`src/rtl/cpu_pkg.sv`:
```
// Shared CPU definitions: fetch FSM state encoding and default widths/vectors
// used by the fetch stage and its neighbours.
package cpu_pkg;

    localparam int ADDR_W_DEF  = 16;
    localparam int INSTR_W_DEF = 16;
    localparam logic [15:0] RESET_VECTOR_DEF = 16'h0000;

    typedef enum logic [1:0] {
        ST_BOOT  = 2'd0,
        ST_REQ   = 2'd1,
        ST_HOLD  = 2'd2,
        ST_DRAIN = 2'd3
    } fetch_state_t;

endpackage

```
`src/rtl/instruction_fetch.sv`:
```
// Fetch stage: sequences the PC, fetches one word at a time over req/ack and
// hands it to decode over valid/ready. Optional PC cross-check: FETCH_PC_CHECK_EN.
module instruction_fetch
    import cpu_pkg::*;
#(
    parameter int ADDR_W  = ADDR_W_DEF,
    parameter int INSTR_W = INSTR_W_DEF,
    parameter logic [ADDR_W-1:0] RESET_VECTOR = ADDR_W'(RESET_VECTOR_DEF)
) (
    input  logic               clk,
    input  logic               rst_n,
    input  logic [ADDR_W-1:0]  pc_in,
    output logic               pc_ce,
    output logic               pc_load,
    output logic [ADDR_W-1:0]  pc_target,
    output logic               mem_req,
    output logic [ADDR_W-1:0]  mem_addr,
    input  logic               mem_ack,
    input  logic [INSTR_W-1:0] mem_data,
    output logic [INSTR_W-1:0] ir,
    output logic [ADDR_W-1:0]  ir_addr,
    output logic               ir_valid,
    input  logic               ir_ready,
    input  logic               redirect,
    input  logic [ADDR_W-1:0]  redirect_addr,
    output logic               pc_mismatch
);

    fetch_state_t      state, state_next;
    logic [ADDR_W-1:0] fetch_addr, fetch_addr_next;
    logic [ADDR_W-1:0] drain_addr, drain_addr_next;
    logic              capture;

    always_comb begin
        state_next      = state;
        fetch_addr_next = fetch_addr;
        drain_addr_next = drain_addr;
        capture         = 1'b0;
        pc_ce           = 1'b0;
        pc_load         = 1'b0;
        pc_target       = RESET_VECTOR;

        if (redirect) begin
            pc_load         = 1'b1;
            pc_target       = redirect_addr;
            fetch_addr_next = redirect_addr;
            // An unacked request stays outstanding at its original address.
            if ((state == ST_REQ || state == ST_DRAIN) && !mem_ack) begin
                state_next = ST_DRAIN;
                if (state == ST_REQ) drain_addr_next = fetch_addr;
            end else begin
                state_next = ST_REQ;
            end
        end else begin
            unique case (state)
                ST_BOOT: begin
                    pc_load    = 1'b1;
                    state_next = ST_REQ;
                end
                ST_REQ: begin
                    if (mem_ack) begin
                        capture         = 1'b1;
                        fetch_addr_next = fetch_addr + 1'b1;
                        pc_ce           = 1'b1;
                        state_next      = ST_HOLD;
                    end
                end
                ST_HOLD: begin
                    if (ir_ready) state_next = ST_REQ;
                end
                ST_DRAIN: begin
                    if (mem_ack) state_next = ST_REQ;
                end
                default: state_next = ST_BOOT;
            endcase
        end
    end

    always_ff @(posedge clk) begin
        if (!rst_n) begin
            state      <= ST_BOOT;
            fetch_addr <= RESET_VECTOR;
            ir         <= '0;
            ir_addr    <= '0;
        end else begin
            state      <= state_next;
            fetch_addr <= fetch_addr_next;
            if (capture) begin
                ir      <= mem_data;
                ir_addr <= fetch_addr;
            end
        end
    end

    always_ff @(posedge clk) begin
        drain_addr <= drain_addr_next;
    end

    assign mem_req  = (state == ST_REQ) || (state == ST_DRAIN);
    assign mem_addr = (state == ST_DRAIN) ? drain_addr : fetch_addr;
    assign ir_valid = (state == ST_HOLD);

`ifdef FETCH_PC_CHECK_EN
    // The PC only reflects a load one edge later, so skip that cycle.
    logic load_d;

    always_ff @(posedge clk) begin
        if (!rst_n) begin
            load_d      <= 1'b0;
            pc_mismatch <= 1'b0;
        end else begin
            load_d <= pc_load;
            if (state == ST_REQ && !load_d && pc_in != fetch_addr)
                pc_mismatch <= 1'b1;
        end
    end
`else
    logic unused_pc_in;
    assign unused_pc_in = ^pc_in;
    assign pc_mismatch  = 1'b0;
`endif

endmodule

```
`config.mk`:
```
export PLATFORM = sky130hd
export DESIGN_NAME = instruction_fetch
export DESIGN_NICKNAME = d
export VERILOG_FILES = /design/src/rtl/cpu_pkg.sv /design/src/rtl/instruction_fetch.sv
export SDC_FILE = /design/constraint.sdc
export NUM_CORES = 1
export LEC_CHECK = 0
export ABC_AREA = 0
export CORE_ASPECT_RATIO = 1.25
export CORE_MARGIN = 2
export CORE_UTILIZATION = 43
export DETAILED_ROUTE_END_ITERATION = 7
export HOLD_SLACK_MARGIN = 0.08
export PLACE_DENSITY = 0.8
export REMOVE_ABC_BUFFERS = 1
export SYNTH_ARGS = -nofsm -noshare
export SYNTH_HDL_FRONTEND = slang
export SYNTH_SLANG_ARGS = --single-unit
```
`constraint.sdc`:
```
create_clock -name clk -period 5 [get_ports clk]
set_clock_uncertainty 0.1 [all_clocks]
set_input_delay 1.25 -clock clk [delete_from_list [all_inputs] [get_ports clk]]
set_output_delay 1.25 -clock clk [all_outputs]
set_load 0.005 [all_outputs]
```
==> flow_summary.json <==
{
  "status": "complete, no violations",
  "r2r-start": "state[0]",
  "tns_ns": 0,
  "total_power_w": 0.00124,
  "finalHoldViolations": 0,
  "dr.first_iter.drc_count": 83,
  "numCtsBuffers": 9,
  "drive_gt1_share_pct": 10.9,
  "clock-root-buffer": "clkbuf_8",
  "ctsHoldBuffers": 0,
  "ys.warnings.count": 0,
  "top_layer_used": "met4",
  "final_antenna_net_count": 0,
  "nets": 471,
  "cp-start-kind": "primary input",
  "reg2reg_slack_ns": 3.02,
  "hp-start": "ir_addr[8]",
  "ioPinCount": 122,
  "syn_inst": 320,
  "layout_min_cycle_time_ns": 4.24,
  "wl_per_cell_um": 13.7,
  "cts_resized": 0,
  "htree_levels": 3,
  "p_sw_w": 0.000290,
  "vias": 2572,
  "setup_viol": 0,
  "drc": 0,
  "grt-ovfl-total": 0,
  "grt_setup_unrepaired": "false",
  "p_comb_share_pct": 13.2,
  "portBuffers": 104,
  "r2r_end": "fetch_addr[12]",
  "wl_met3_um": 388,
  "clockBufferDepth": 2,
  "synthToLayoutAreaGrowth_pct": 43.8,
  "wl_mm": 7.01,
  "synth-seq-cells": 66,
  "ys_async_sr_fraction_pct": 0,
  "holdPathStages": 2,
  "met2_length_mm": 3.42,
  "synth_flop_cell": "dfxtp_1",
  "hp-class": "register to register",
  "peakVddDrop_mv": 0.155,
  "cap_viol_max_count": 0,
  "worst-setup-path-type": "primary input to output port",
  "hpwl_mm": 4.64,
  "cts.clk_slew.worst_paths_ns": 0.06,
  "intPower_w": 0.000949,
  "critPathRequiredTime_ns": 3.65,
  "r2r_cells": 4,
  "grt_pass1_vias": 2589,
  "coreArea_um2": 6850,
  "cp-startpoint": "mem_ack",
  "synthesis.area_um2": 3000,
  "post_cts_buffers": 0,
  "p_clk_share_pct": 39.2,
  "gp_congestion": 0.725,
  "fmax_mhz": 236,
  "arrival_ns": 2.89,
  "first_pass_iters": 4,
  "placementRows": 34,
  "clock_latency_ns": 0.34,
  "slew_viol_final": 0,
  "dieArea_um2": 7670,
  "num_antenna_cells": 0,
  "p_per_area_nw_per_um2": 287,
  "cp-end-kind": "output port",
  "p_leak_nw": 1.49,
  "antenna_found_initial": 0,
  "grt_pass1_wl_mm": 11.8,
  "sw_frac_of_total_pct": 23.4,
  "grt_util_all_layers_pct": 19.1,
  "syn_avg_cell_area_um2": 9.38,
  "fin_crit_sh_pct": 84.9,
  "synth_edf_count": 16,
  "numClockSinks": 66,
  "start_util_pct": 43.8,
  "dieWidth_um": 78.7,
  "maxSlewHeadroom_pct": 47.2,
  "seq_area_frac_synth_pct": 49.4,
  "die_y_um": 97.4,
  "via_per_inst": 5.02,
  "holdPathEnd": "ir_addr[8]",
  "path_max_fanout": 14,
  "synth_cell_types": 45,
  "grt_max_degree": 53,
  "cts_tree": "built",
  "seq_power_share_pct": 47.7,
  "max_slew.worst_pin.slew_ns": 0.791,
  "routedLengthMet1_mm": 3.09
}
==> layout by cell type, fill, tap and decap left out, types with 2 or more instances in the layout <==
cell type | netlist | final
nand3_1 | 5 | 5
clkbuf_8 | 0 | 9
a21boi_0 | 33 | 33
buf_4 | 2 | 6
edfxtp_1 | 16 | 16
clkdlybuf4s50_1 | 0 | 103
bufinv_16 | 0 | 2
dfxtp_1 | 50 | 50
o31ai_1 | 2 | 2
nand2b_1 | 3 | 3
a21oi_1 | 9 | 9
a31oi_1 | 3 | 3
xnor2_1 | 8 | 8
nor4_1 | 2 | 2
clkinv_2 | 0 | 2
nand2_1 | 71 | 71
inv_1 | 6 | 6
o21a_1 | 2 | 2
nor2b_1 | 4 | 4
nor3_1 | 6 | 6
nor3b_1 | 2 | 2
or4_1 | 2 | 2
nor2_1 | 5 | 5
and2_1 | 16 | 16
o21ai_0 | 15 | 15
mux2_2 | 16 | 16
==> power groups by stage <==
stage	Clock [W]	Combinational, W	Sequential [W]
6_report	0.000485	0.000163	0.000591
3_3_place_gp	0	0.000162	0.000601
5_1_grt	0.000520	0.000178	0.000595
4_1_cts	0.000501	0.000166	0.000591
2_1_floorplan	0	0.0000610	0.000598
3_5_place_dp	0	0.000165	0.000603
==> worst max-delay path, stage by stage <==
cell and delay, ns:
clkdlybuf4s50_1 0.61, nand3b_4 0.22, nand2b_1 0.24, clkinv_1 0.09, clkdlybuf4s50_1 0.49
==> layer usage <==
layer | vias to the layer above | track usage (%)
met5 | - | 0
met4 | 0 | 8.10
met3 | 12 | 3.44
met2 | 80 | 32.5
met1 | 1191 | 23.5
li1 | 1289 | -
==> stage by stage <==
stage	hold slack (ns)	area (um^2)	utilization [%]	worst slack (ns)	cells
after floorplan	0.346	2900	-	0.758	296
after global placement	0.351	4100	59.8	0.763	496
after detailed placement	0.359	4100	59.8	0.747	496
after CTS	0.369	4320	63.0	0.741	512
after global routing	0.388	4320	63.0	0.647	512
final	0.364	4320	63.0	0.756	512
==> layout make-up <==
type	count	area, um^2
multi-input cells	223	1400
clock inverters	7	92.6
flip-flops and latches	66	1480
fillers	599	2530
inverters	7	26.3
repair buffers	110	1080
clock buffers	9	124
well taps	90	113
==> synthesized netlist by cell type (all sizes together), types with 5 or more instances <==
cell type / number / area [um^2]
a21oi: 9 / 45.0
nor3: 6 / 30.0
dfxtp: 50 / 1000
xnor2: 8 / 70.1
and2: 16 / 100
nand3: 5 / 25.0
mux2: 16 / 180
inv: 6 / 22.5
a21boi: 33 / 248
clkbuf: 20 / 76.3
edfxtp: 16 / 480
o21ai: 15 / 75.1
nand2: 71 / 267
nor2: 5 / 18.8
==> worst max-delay path by stage <==
stage	slack, ns	end
2_1_floorplan	0.76	pc_ce
3_3_place_gp	0.76	pc_ce
3_5_place_dp	0.75	pc_ce
4_1_cts	0.74	pc_ce
5_1_grt	0.65	pc_ce
6_report	0.76	pc_ce
==> state kept, by name (all words and copies together) (netlist names) <==
name	cells
state	2
drain_addr	16
ir_addr	16
fetch_addr	16
ir	16
==> cells by family after synthesis <==
family	after synthesis	share of synthesized area, %
AOI/OAI and AO/OA	70	15.6
xor gates and xnor gates	9	2.63
adders and majority gates	1	0.417
buffers and inverters	31	4.25
DFF	66	49.4
muxes	17	6.34
other	1	0.125
and+or+nand+nor	125	21.3
Note: power is estimated with default switching activity, not from simulation.
==> RTL edit: new RTL, same settings <==
Re-encode `fetch_state_t` (4 states) as one-hot, 4 bits wide.
--- a/src/rtl/cpu_pkg.sv
+++ b/src/rtl/cpu_pkg.sv
@@ -6,11 +6,11 @@
     localparam int INSTR_W_DEF = 16;
     localparam logic [15:0] RESET_VECTOR_DEF = 16'h0000;
 
-    typedef enum logic [1:0] {
-        ST_BOOT  = 2'd0,
-        ST_REQ   = 2'd1,
-        ST_HOLD  = 2'd2,
-        ST_DRAIN = 2'd3
+    typedef enum logic [3:0] {
+        ST_BOOT  = 4'b0001,
+        ST_REQ   = 4'b0010,
+        ST_HOLD  = 4'b0100,
+        ST_DRAIN = 4'b1000
     } fetch_state_t;
 
 endpackage
Check against the original RTL: no difference found for any inputs over 10 cycles, from zero or initial values and one cycle with rst_n low; not proved beyond that.
==> RTL edit against the unedited design <==
- count of clock-buffer cells in the layout increased by 5
- cell area grew 1.8%
- power shrank 4.0%
- setup slack worse by 0.061 ns
- hold slack worse by 0.0094 ns
- largest power group unchanged
- sequential cell count is 2 higher
- area after synthesis increased by 3.2%
- routed wire length rose by 5.7%
- global-route usage up 0.097 points
==> RTL edit: results <==
set metrics [dict create \
    dpl_cell_area_um2 4190 \
    grt_pass1_vias 2570 \
    relSlewSlack_pct 45.3 \
    htree_levels 3 \
    r2r_end "ir_addr[9]" \
    grt_use_total_pct 19.2 \
    whs_ns 0.355 \
    crit_fanout 20 \
    post_cts_resized 0 \
    dp_hpwl_um 4960 \
    place_ws_ns 0.702 \
    rr_startpoint "state[1]" \
    status "finished clean" \
    detail_route.vias_per_cell 5.12 \
    wl_met2_um 3680 \
    clk_pin_slew_worst_paths_ns 0.06 \
    maxCapViolations 0 \
    grt_pass1_wl_um 12000 \
    grt_max_degree 53 \
    synth_area_per_cell_um2 9.38 \
    worstPathArrival_ns 2.96 \
    rrSetupSlack_ns 2.92 \
    wl_met3_um 453 \
    ys_types 40 \
    synth.top_cells.by_count "nand2_1, dfxtp_1, a21boi_0" \
    wl_um 7410 \
    met1_length_um 3180 \
    gp_congestion 0.788 \
    seq_area_frac_synth_pct 49.1 \
    synth_area_leaders "dfxtp_1, edfxtp_1, nand2_1" \
    nets 481 \
    hold-path-endpoint "ir[15]" \
    wl_per_cell_um 14.2 \
    cts-root-buf "clkbuf_8" \
    p_leak_nw 1.55 \
    synthArstFlopShare_pct 0 \
    n_fill_cell 612 \
    dr.first_iter.drc_count 142 \
    reg2regPathDepth 6 \
    hold_start "ir[15]" \
    dp_cells 506 \
    post-cts-setup-buffer-count 0 \
    peakVddDrop_uv 197 \
    drive_gt1_share_pct 10.2 \
]
[RTL edit: critical path: stages]
cell and delay, ns:
clkdlybuf4s50_1 0.67, buf_4 0.30, and2_1 0.21, clkdlybuf4s50_1 0.52
[RTL edit: cells by family after synthesis]
group | Yosys count | share of synthesized area, %
xor gates and xnor gates | 14 | 3.96
buffers and inverters | 30 | 4.28
muxes | 18 | 6.46
adders and majority gates | 1 | 0.404
other | 1 | 0.121
AOI/OAI and AO/OA | 69 | 14.8
and+or+nand+nor | 129 | 20.8
DFF | 68 | 49.1
[RTL edit: area by class of cell]
class / count / area [um2] / share of cell area [%]
flip-flops and latches: 68 / 1520 / 34.6
multi-input cells: 232 / 1460 / 33.2
repair buffers: 110 / 1080 / 24.6
clock buffers: 14 / 163 / 3.70
well taps: 90 / 113 / 2.56
clock inverters: 2 / 35.0 / 0.798
inverters: 6 / 22.5 / 0.513
[RTL edit: worst max-delay path by stage]
stage / startpoint / endpoint / slack, ns
after floorplan: redirect / pc_ce / 0.82
after global placement: redirect / pc_target[4] / 0.71
after detailed placement: redirect / pc_target[4] / 0.70
after CTS: redirect / pc_target[4] / 0.69
after global routing: redirect / pc_target[4] / 0.61
final: redirect / pc_target[4] / 0.69
[RTL edit: per-layer routing]
layer / global-route usage, % / vias to the layer above
li1: - / 1330
met3: 6.14 / 9
met5: 0 / -
met2: 31.7 / 78
met4: 6.39 / 0
met1: 23.6 / 1256
[RTL edit: power breakdown]
group,total (mW),switching (mW),internal [mW]
sequential,0.599,0.0214,0.578
combinational,0.140,0.0524,0.0881
clock,0.451,0.193,0.258
